==> src/rtl/spi_regfile.sv <==
// SPI mode-0 slave register file: write frames commit on cs_n rise and read
// frames shift register contents out on sdo. All logic runs on clk.
module spi_regfile #(
  parameter int NUM_REGS = 8,
  parameter int DATA_W   = 8,
  parameter int ADDR_W   = 7
) (
  input  logic                       clk,
  input  logic                       rst_n,
  input  logic                       sclk,
  input  logic                       cs_n,
  input  logic                       sdi,
  output logic                       sdo,
  output logic [NUM_REGS*DATA_W-1:0] regs,
  output logic                       wr_strobe,
  output logic [ADDR_W-1:0]          wr_addr,
  output logic                       frame_err
);

  localparam int FRAME_W = 1 + ADDR_W + DATA_W;
  localparam int CMD_W   = 1 + ADDR_W;
  localparam int CNT_W   = $clog2(FRAME_W + 2);
  localparam int SH_W    = (ADDR_W > DATA_W) ? ADDR_W : DATA_W;
  localparam logic [ADDR_W:0] NREG_L = (ADDR_W + 1)'(NUM_REGS);

  typedef enum logic [2:0] {S_IDLE, S_CMD, S_DATA_WR, S_DATA_RD, S_CHECK} state_t;

  function automatic logic addr_ok(input logic [ADDR_W-1:0] a);
    return {1'b0, a} < NREG_L;
  endfunction

  state_t              state_q, state_d;
  logic [2:0]          sclk_sync_q, cs_sync_q;
  logic [1:0]          sdi_sync_q;
  logic [CNT_W-1:0]    cnt_q, cnt_inc;
  logic [SH_W-1:0]     shift_q;
  logic [DATA_W-1:0]   rd_shift_q, rd_word;
  logic                rw_q;
  logic [ADDR_W-1:0]   addr_q, wr_addr_q;
  logic                wr_strobe_q, frame_err_q;
  logic [DATA_W-1:0]   regs_q [NUM_REGS];
  logic [CMD_W-1:0]    cmd_word;
  logic                sclk_rise, sclk_fall, cs_rise, cs_fall, sdi_s;
  logic                clear, shift_en, cnt_en, latch_cmd, load_rd, shift_rd;
  logic                check, commit, err;

  // cs_n sync flops reset low so a frame already in progress at reset
  // release produces no falling edge until cs_n has gone high first.
  always_ff @(posedge clk or negedge rst_n) begin
    if (!rst_n) begin
      sclk_sync_q <= '0;
      cs_sync_q   <= '0;
    end else begin
      sclk_sync_q <= {sclk_sync_q[1:0], sclk};
      cs_sync_q   <= {cs_sync_q[1:0], cs_n};
    end
  end

  always_ff @(posedge clk) sdi_sync_q <= {sdi_sync_q[0], sdi};

  assign sclk_rise = sclk_sync_q[1] & ~sclk_sync_q[2];
  assign sclk_fall = ~sclk_sync_q[1] & sclk_sync_q[2];
  assign cs_rise   = cs_sync_q[1] & ~cs_sync_q[2];
  assign cs_fall   = ~cs_sync_q[1] & cs_sync_q[2];
  assign sdi_s     = sdi_sync_q[1];
  assign cmd_word  = {shift_q[ADDR_W-1:0], sdi_s};
  assign cnt_inc   = (cnt_q == CNT_W'(FRAME_W + 1)) ? cnt_q : cnt_q + 1'b1;

  always_comb begin
    rd_word = '0;
    for (int k = 0; k < NUM_REGS; k++)
      if (cmd_word[ADDR_W-1:0] == ADDR_W'(k)) rd_word = regs_q[k];
  end

  always_comb begin
    state_d   = state_q;
    clear     = 1'b0;
    shift_en  = 1'b0;
    cnt_en    = 1'b0;
    latch_cmd = 1'b0;
    load_rd   = 1'b0;
    shift_rd  = 1'b0;
    check     = 1'b0;
    case (state_q)
      S_IDLE: begin
        clear = 1'b1;
        if (cs_fall) state_d = S_CMD;
      end
      S_CMD: begin
        if (cs_rise) state_d = S_CHECK;
        else if (sclk_rise) begin
          shift_en = 1'b1;
          cnt_en   = 1'b1;
          if (cnt_q == CNT_W'(CMD_W - 1)) begin
            latch_cmd = 1'b1;
            load_rd   = ~cmd_word[CMD_W-1];
            state_d   = cmd_word[CMD_W-1] ? S_DATA_WR : S_DATA_RD;
          end
        end
      end
      S_DATA_WR: begin
        if (cs_rise) state_d = S_CHECK;
        else if (sclk_rise) begin
          shift_en = 1'b1;
          cnt_en   = 1'b1;
        end
      end
      S_DATA_RD: begin
        // The fall right after the last address bit must keep the MSB in place.
        if (cs_rise) state_d = S_CHECK;
        else begin
          cnt_en   = sclk_rise;
          shift_rd = sclk_fall && (cnt_q > CNT_W'(CMD_W));
        end
      end
      S_CHECK: begin
        check   = 1'b1;
        state_d = S_IDLE;
      end
      default: state_d = S_IDLE;
    endcase
  end

  assign commit = check && rw_q && (cnt_q == CNT_W'(FRAME_W)) && addr_ok(addr_q);
  assign err    = check && ((cnt_q != CNT_W'(FRAME_W)) || !addr_ok(addr_q));

  always_ff @(posedge clk) begin
    if (clear) begin
      shift_q <= '0;
      rw_q    <= 1'b0;
      addr_q  <= '0;
    end else begin
      if (shift_en) shift_q <= SH_W'({shift_q, sdi_s});
      if (latch_cmd) begin
        rw_q   <= cmd_word[CMD_W-1];
        addr_q <= cmd_word[ADDR_W-1:0];
      end
    end
    if (load_rd)       rd_shift_q <= rd_word;
    else if (shift_rd) rd_shift_q <= rd_shift_q << 1;
  end

  always_ff @(posedge clk or negedge rst_n) begin
    if (!rst_n) begin
      state_q     <= S_IDLE;
      cnt_q       <= '0;
      wr_strobe_q <= 1'b0;
      frame_err_q <= 1'b0;
      wr_addr_q   <= '0;
      for (int k = 0; k < NUM_REGS; k++) regs_q[k] <= '0;
    end else begin
      state_q     <= state_d;
      wr_strobe_q <= commit;
      frame_err_q <= err;
      if (clear)       cnt_q <= '0;
      else if (cnt_en) cnt_q <= cnt_inc;
      if (commit) wr_addr_q <= addr_q;
      for (int k = 0; k < NUM_REGS; k++)
        if (commit && addr_q == ADDR_W'(k)) regs_q[k] <= shift_q[DATA_W-1:0];
    end
  end

  for (genvar g = 0; g < NUM_REGS; g++) begin : g_flat
    assign regs[g*DATA_W +: DATA_W] = regs_q[g];
  end

  assign sdo       = (state_q == S_DATA_RD) & rd_shift_q[DATA_W-1];
  assign wr_strobe = wr_strobe_q;
  assign wr_addr   = wr_addr_q;
  assign frame_err = frame_err_q;

endmodule

==> config.mk <==
export PLATFORM = sky130hd
export DESIGN_NAME = spi_regfile
export DESIGN_NICKNAME = d
export VERILOG_FILES = /design/src/rtl/spi_regfile.sv
export SDC_FILE = /design/constraint.sdc
export NUM_CORES = 1
export LEC_CHECK = 0
export BUFFER_PORTS_ARGS = -buffer_cell sky130_fd_sc_hd__buf_4
export CORE_AREA = 2 2 124 126
export CTS_CLUSTER_SIZE = 30
export DETAILED_ROUTE_END_ITERATION = 8
export DIE_AREA = 0 0 126 128
export HOLD_SLACK_MARGIN = 0.03
export SLEW_MARGIN = 20
export SYNTH_ARGS = -nofsm -noshare
export SYNTH_HDL_FRONTEND = slang
export SYNTH_SLANG_ARGS = --single-unit
==> constraint.sdc <==
create_clock -name clk -period 2.85 [get_ports clk]
set_input_delay 0.57 -clock clk [delete_from_list [all_inputs] [get_ports clk]]
set_output_delay 0.57 -clock clk [all_outputs]
set_load 0.02 [all_outputs]
==> results.tsv, run 1 <==
stage	metric	value	unit
run_status	status	finished clean	
setup_path	Startpoint Class	flip-flop	
global_route	largest net degree at the start of global routing	55	
drt	detailed-routing wirelength on met1	6.18	mm
finish	# diodes	0	
logic_synthesis	post-synthesis sequential area ratio	54.9	%
drt	DR vias/cell	5.14	
logic_synthesis	number of synthesized flops with an enable pin	8	
logic_synthesis	Mapped Avg Cell Area	12.9	µm²
global_route	initial antenna violation count	0	
cts	number of CTS-inserted buffers	17	
die	# rows	45	
cts	hold buffers post-CTS	0	
cts	CTS tree	yes	
logic_synthesis	Post-Syn Nets	401	
setup_path	critical path data arrival time	2490	ps
logic_synthesis	synth warn	0	
logic_synthesis	Mapped Cells	393	
die	core area	0.0149	mm²
global_route	grt total ovfl	0	
timing	Achievable Freq	444	MHz
logic_synthesis	area leader, netlist	dfrtp_1	
logic_synthesis	Async SR Flop Fraction	77.0	%
timing	final hold violations	0	
drt	met2 wire length	5.84	mm
run	reported max-cap violation count	0	
timing	RSZ-0062 raised after global routing	false	
drt	Final ANT Viol Nets	0	
cts	clk_lat worst skew	410	ps
die	IO Count	79	
cts	Clock Sinks	113	
finish	area delta synth->final	27.0	%
die	Starting Density	34.0	%
finish	Final #Nets	486	
logic_synthesis	Primary FF master, synth	dfrtp_1	
timing	crit path time final	2250	ps
timing	Slew @ Worst Pin	790	ps
die	Die H	128	µm
drt	drt drc	0	
logic_synthesis	post-synth top area share	43.1	%
global_route	gr usage total	16.9	%
finish	share of cells above drive strength 1	42.4	%
timing	Setup TNS Final	0	ps
drt	DR vias	3490	
setup_path	Critical Path Fanout Max	8	
global_route	global-route wire length before repair	20.8	mm
power	Total Power	3740	µW
min_path	Worst Hold Class	input pin to async pin	
placed_design	# port buffers	78	
die	full die area	0.0161	mm²
drt	max layer used	met4	
power	VDD IR-drop max	0.361	mV
drt	router iterations before antenna repair	4	
timing	Slew HR	47.0	%
cts	Root Buffer	clkbuf_16	
setup_path	Crit path required time	3090	ps
drt	Iteration-0 DRC Markers	128	
timing	Setup violations, final	0	
cts	H-tree depth	4	
cts	Setup Buffers After CTS	0	
power	P_leak	0.00303	µW
power	pwr/cell area	583	mW/mm²
logic_synthesis	mapped cell area	0.00506	mm²
logic_synthesis	main area contributors after synthesis	dfrtp_1 (43%), mux2_2 (16%), dfxtp_1 (7.1%), mux2i_1 (5.9%), edfxtp_1 (4.8%)	
setup_path	CP Capture Type	flip-flop	
setup_path	CP Class	flip-flop to flip-flop	
drt	drt wl/cell	18.9	µm
logic_synthesis	post-synth cell types	56	
drt	Routed WL	12.9	mm
timing	clock skew	9.54	ps
logic_synthesis	Synth Register Bits	113	
cts	clock transition at the registers of the reported paths	50	ps
drt	metal3 WL	586	µm
cts	Resize count post-CTS	0	
placed_design	global placement routability congestion	0.852	
global_route	vias in the first global route	3640	
die	die width	126	µm
placed_design	detailed placement HPWL	9.04	mm
timing	fin crit share	79.0	%
setup_path	R2R cell count	8	
timing	Slew Limit Fails	0	
cts	Clock Tree Buf Depth	2	
flip-flops by register name (all words and copies together) (netlist names):
| signal | flops |
|---|---|
| rd_shift_q | 8 |
| cnt_q | 5 |
| cs_sync_q | 3 |
| sclk_sync_q | 3 |
| regs | 64 |
| addr_q | 7 |
| rw_q | 1 |
| state_q | 3 |
| wr_addr | 7 |
| wr_strobe | 1 |
| shift_q | 8 |
| frame_err | 1 |
| sdi_sync_q | 2 |
cells by family (layout without fill, tap and decap cells):
logic type               after synthesis  in the layout  synth area share (%)
XOR/XNOR                               5              5                 0.866
flip-flops                           113            113                  54.9
AND/OR/NAND/NOR                       99             99                  12.5
adder cells (fa/ha/maj)                3              3                 0.742
buffers and inverters                 33            131                  2.70
AO/OA/AOI/OAI                         35             35                  4.90
multiplexers                         105            105                  23.3
layout make-up:
type | instances | area [µm²]
timing repair buffer | 91 | 696
fill | 1404 | 8440
tap | 188 | 235
inverter | 8 | 30.0
sequential | 113 | 2780
clock inverter | 6 | 57.6
multi-input combinational | 247 | 2150
clock buffer | 26 | 479
worst max-delay path, cell delays in order, from the launching register on:
cell and delay [ps]:
dfrtp_1 420, ha_1 220, nand4b_1 130, nor4_1 200, buf_4 180, and2_1 220, buf_4 210, nand4_1 230
o211ai_1 280
where the power goes:
group | internal [µW] | switching (µW)
Combinational | 52.7 | 100
Clock | 1230 | 690
Sequential | 1630 | 30.9
layer usage:
metal | up-vias | global-route usage [%]
met4 | 0 | 6.72
met1 | 1766 | 23.8
met5 | - | 0
met3 | 18 | 3.88
met2 | 95 | 25.5
li1 | 1611 | -
cell usage in the layout (no fill, tap or decap), drive strengths merged, types with 2 or more instances in the layout:
master	n
dfxtp	18
and2	6
and4	2
xor2	2
clkbuf	26
nor3	8
o22a	2
mux4	3
nor4	6
mux2	72
nor2	31
edfxtp	8
nor4b	3
inv	8
clkinv	4
o221ai	5
o21ai	6
a21oi	5
mux2i	30
nand4	3
o211ai	7
dfrtp	87
nand3b	2
and3	7
nand2	10
and4b	2
nand3	4
or2	2
buf	91
nand2b	7
o22ai	3
ha	3
nand4b	2
xnor2	3
cell usage after synthesis (3+ instances only):
master	n
a21oi_1	5
and2_1	5
and3_1	7
buf_2	4
clkbuf_1	17
dfrtp_1	87
dfxtp_1	18
edfxtp_1	8
ha_1	3
inv_1	8
mux2_2	72
mux2i_1	30
mux4_2	3
nand2_1	9
nand2b_1	6
nand3_1	4
nand4_1	3
nor2_1	28
nor3_1	6
nor4_1	5
o211ai_1	7
o21ai_0	6
o221ai_1	5
o22ai_1	3
xnor2_1	3
through the flow:
step | instance area, µm² | hold slack [ps] | instances | worst slack, ps | util (%)
3_3_place_gp | 5890 | 313 | 647 | 556 | 39.6
3_5_place_dp | 5890 | 314 | 647 | 609 | 39.6
6_report | 6420 | 123 | 679 | 599 | 43.2
2_1_floorplan | 5060 | 274 | 393 | 840 | -
5_1_grt | 6420 | 152 | 679 | 351 | 43.2
4_1_cts | 6420 | 130 | 679 | 591 | 43.2
path summary, 6_finish.rpt:
check                                   start            end  slack (ps)
worst max-delay path                 cnt_q[0]  rd_shift_q[7]         600
worst min-delay path                    rst_n       regs[50]         120
worst max register to register       cnt_q[0]  rd_shift_q[7]         600
worst min register to register  sdi_sync_q[0]  sdi_sync_q[1]         320
max in group asynchronous               rst_n       regs[16]        2080
min in group clk                          sdi  sdi_sync_q[0]         250
Power figures use the tool's default switching activity.
==> run 2: changes to the inputs <==
Settings changed: ABC_AREA from default to 1, CORE_AREA 2 2 124 126 to 2 2 125 127, DIE_AREA 0 0 126 128 to 0 0 127 129.
Clock period 2.85 ns to 1.91 ns, I/O delays scaled along.
==> run 2 against run 1 <==
Die area grew 1.6%. Via count grew 25%. Wire length rose by 14%. Clock skew increased by 2.5 ps. Critical path type unchanged. Combinational power rose to 8.0 times the previous value. Count of clock-buffer cells in the layout shrank 2. Total power increased by 82%.
==> results.tsv, run 2 <==
stage	metric	value	unit
timing	fin crit share	95.5	%
setup_path	crit path capture	regs[37]	
logic_synthesis	Async SR Flop Fraction	77.0	%
global_route	vias in the first global route	4149	
global_route	grt total ovfl	0	
run_status	status	finished clean	
cts	CTS tree	yes	
drt	Final ANT Viol Nets	0	
cts	H-tree depth	4	
timing	setup slack after layout	85.3	ps
logic_synthesis	post-synthesis sequential area ratio	53.9	%
die	die width	127	µm
setup_path	CP top delay family	simple AND/OR/NAND/NOR gates	
setup_path	largest stage delay on the critical path	660	ps
cts	clk_lat worst skew	420	ps
min_path	Worst Hold Class	input pin to flip-flop	
logic_synthesis	Synth Register Bits	113	
global_route	initial antenna violation count	0	
global_route	gr usage total	18.4	%
setup_path	R2R cell count	5	
setup_path	CP Class	flip-flop to flip-flop	
die	core area	0.0150	mm²
finish	area of the multi-input gates	0.00213	mm²
logic_synthesis	number of synthesized flops with an enable pin	8	
global_route	global-route wire length before repair	22.9	mm
setup_path	crit path from	addr_q[4]	
logic_synthesis	synth warn	0	
drt	drt wl/cell	17.0	µm
global_route	largest net degree at the start of global routing	55	
timing	Setup violations, final	0	
cts	number of CTS-inserted buffers	17	
cts	Root Buffer	clkbuf_16	
finish	# diodes	0	
logic_synthesis	Mapped Avg Cell Area	9.04	µm²
power	VDD IR-drop max	0.724	mV
setup_path	reg-to-reg endpoint	regs[37]	
logic_synthesis	Commonest cells post-synth	nand2_1 (128), dfrtp_1 (87), nor2_1 (61), inv_1 (39), o21ai_2 (38)	
drt	DR vias/cell	5.05	
timing	Slew Limit Fails	0	
run	reported max-cap violation count	0	
drt	router iterations before antenna repair	8	
drt	Iteration-0 DRC Markers	402	
cts	Clock Sinks	113	
finish	Reg area	0.00278	mm²
placed_design	detailed placement HPWL	10.5	mm
setup_path	critical path data arrival time	2100	ps
finish	Largest register FFs	64	
setup_path	WP depth	5	
logic_synthesis	mapped cell area	0.00515	mm²
logic_synthesis	Mapped Cells	570	
finish	Final #Nets	671	
drt	Routed WL	14.7	mm
die	Starting Density	34.4	%
setup_path	Startpoint Class	flip-flop	
die	full die area	0.0164	mm²
logic_synthesis	top-count cell post-synth	nand2_1	
timing	Slew @ Worst Pin	722	ps
timing	clock skew	12.0	ps
logic_synthesis	area leader, netlist	dfrtp_1	
placed_design	# port buffers	78	
setup_path	Buf/Inv on CP	0	
power	pwr/cell area	1020	mW/mm²
cts	Clock Tree Buf Depth	2	
timing	Slew HR	51.9	%
cts	clock transition at the registers of the reported paths	50	ps
logic_synthesis	post-synth cell types	34	
die	IO Count	79	
setup_path	Crit path required time	2180	ps
logic_synthesis	main area contributors after synthesis	dfrtp_1 (42%), nand2_1 (9.3%), dfxtp_1 (7.0%), o21ai_2 (6.5%), edfxtp_1 (4.7%)	
finish	area delta synth->final	28.9	%
timing	Achievable Freq	548	MHz
placed_design	pre-CTS worst setup slack	58.7	ps
setup_path	Critical Path Fanout Max	16	
placed_design	global placement routability congestion	0.873	
timing	final hold violations	0	
finish	commonest non-fill, non-tap cell in the layout	nand2_1	
finish	fill count	1457	
drt	DR vias	4366	
drt	drt drc	0	
finish	most frequent cells in the layout	nand2_1 (125), buf_4 (94), dfrtp_1 (87), nor2_1 (59), inv_1 (39)	
setup_path	FF-to-FF setup slack	90	ps
logic_synthesis	Primary FF master, synth	dfrtp_1	
placed_design	dpl cells	831	
logic_synthesis	Post-Syn Nets	578	
setup_path	CP Capture Type	flip-flop	
die	Die H	129	µm
setup_path	Max stage delay cell, worst path	or3_1	
finish	Final Instance Area	0.00664	mm²
setup_path	worst path cell trace	or3_1 > nor4_4 > nand2_8 > nand2_1 > o21ai_2	
power	P_leak	0.00296	µW
timing	crit path time final	1820	ps
placed_design	Placement Cell Area	0.00595	mm²
timing	RSZ-0062 raised after global routing	true	
finish	Layout Cells excl Fill	864	
die	# rows	45	
logic_synthesis	post-synth top area share	42.3	%
setup_path	RR Startpoint	addr_q[4]	
finish	share of cells above drive strength 1	29.0	%
run 2: changes by cell type after synthesis, sizes merged, moves of 30 or more:
cell   before  now
nand2      10  136
o21ai       6   88
mux2       72    0
nor2       31   66
inv         8   44
nand3       4   37
mux2i      30    0
run 2: through the flow:
stage	util [%]	total power (µW)	TNS, ps	hold slack, ps
6_report	44.3	6810	0	73.4
5_1_grt	44.3	7110	-327	66.9
4_1_cts	43.6	6820	0	65.9
3_5_place_dp	39.7	3870	0	263
3_3_place_gp	39.7	3830	0	267
2_1_floorplan	-	3440	0	86.4
run 2: layer usage:
metal  share of wire (%)  global-route usage [%]  vias to the layer above
met5                   0                       0                        -
met4                 1.8                    5.88                        0
met3                 5.6                    4.78                       26
met2                  50                    30.8                      144
met1                  42                    23.5                     2105
li1                    -                       -                     2091
run 2: what timing repair did:
action / in CTS / in global routing
hold buffers: 1 / 0
setup endpoints to repair: 0 / 69
buffers inserted: 0 / 0
gates resized for setup: 0 / 19
endpoints found under the hold margin: 13 / 0
run 2: final cells by class:
type                    instances  share of cell area, %
flip-flops and latches        113                   41.8
repair buffers                 97                   11.4
multi-input cells             389                   32.1
clock buffers                  24                   7.72
clock inverters                 8                  0.791
inverters                      45                   2.62
well taps                     188                   3.54
run 2: worst min-delay path by stage:
stage | start | to | slack [ps] | cells after the start
floorplan | rst_n | cnt_q[0] | 90 | 0
global placement | rst_n | frame_err | 270 | 1
detailed placement | rst_n | frame_err | 260 | 1
CTS | sdi | sdi_sync_q[0] | 70 | 1
global route | sdi | sdi_sync_q[0] | 70 | 1
finish | sdi | sdi_sync_q[0] | 70 | 1
run 2: cell families (layout without fill, tap and decap cells):
kind of cell	Yosys count	in the layout	share of synthesized area (%)
flip-flops	113	113	53.9
AO/OA/AOI/OAI	120	120	14.6
adder cells (fa/ha/maj)	3	3	0.729
buffers and inverters	68	174	6.78
AND/OR/NAND/NOR	266	266	23.9
run 2: power by group:
group | internal, µW | total, µW | leakage [µW] | switching, µW
sequential | 2530 | 2630 | 0.00141 | 93.0
combinational | 316 | 1230 | 0.00128 | 911
clock | 1860 | 2950 | 0.000265 | 1090
total | 4710 | 6810 | 0.00296 | 2090
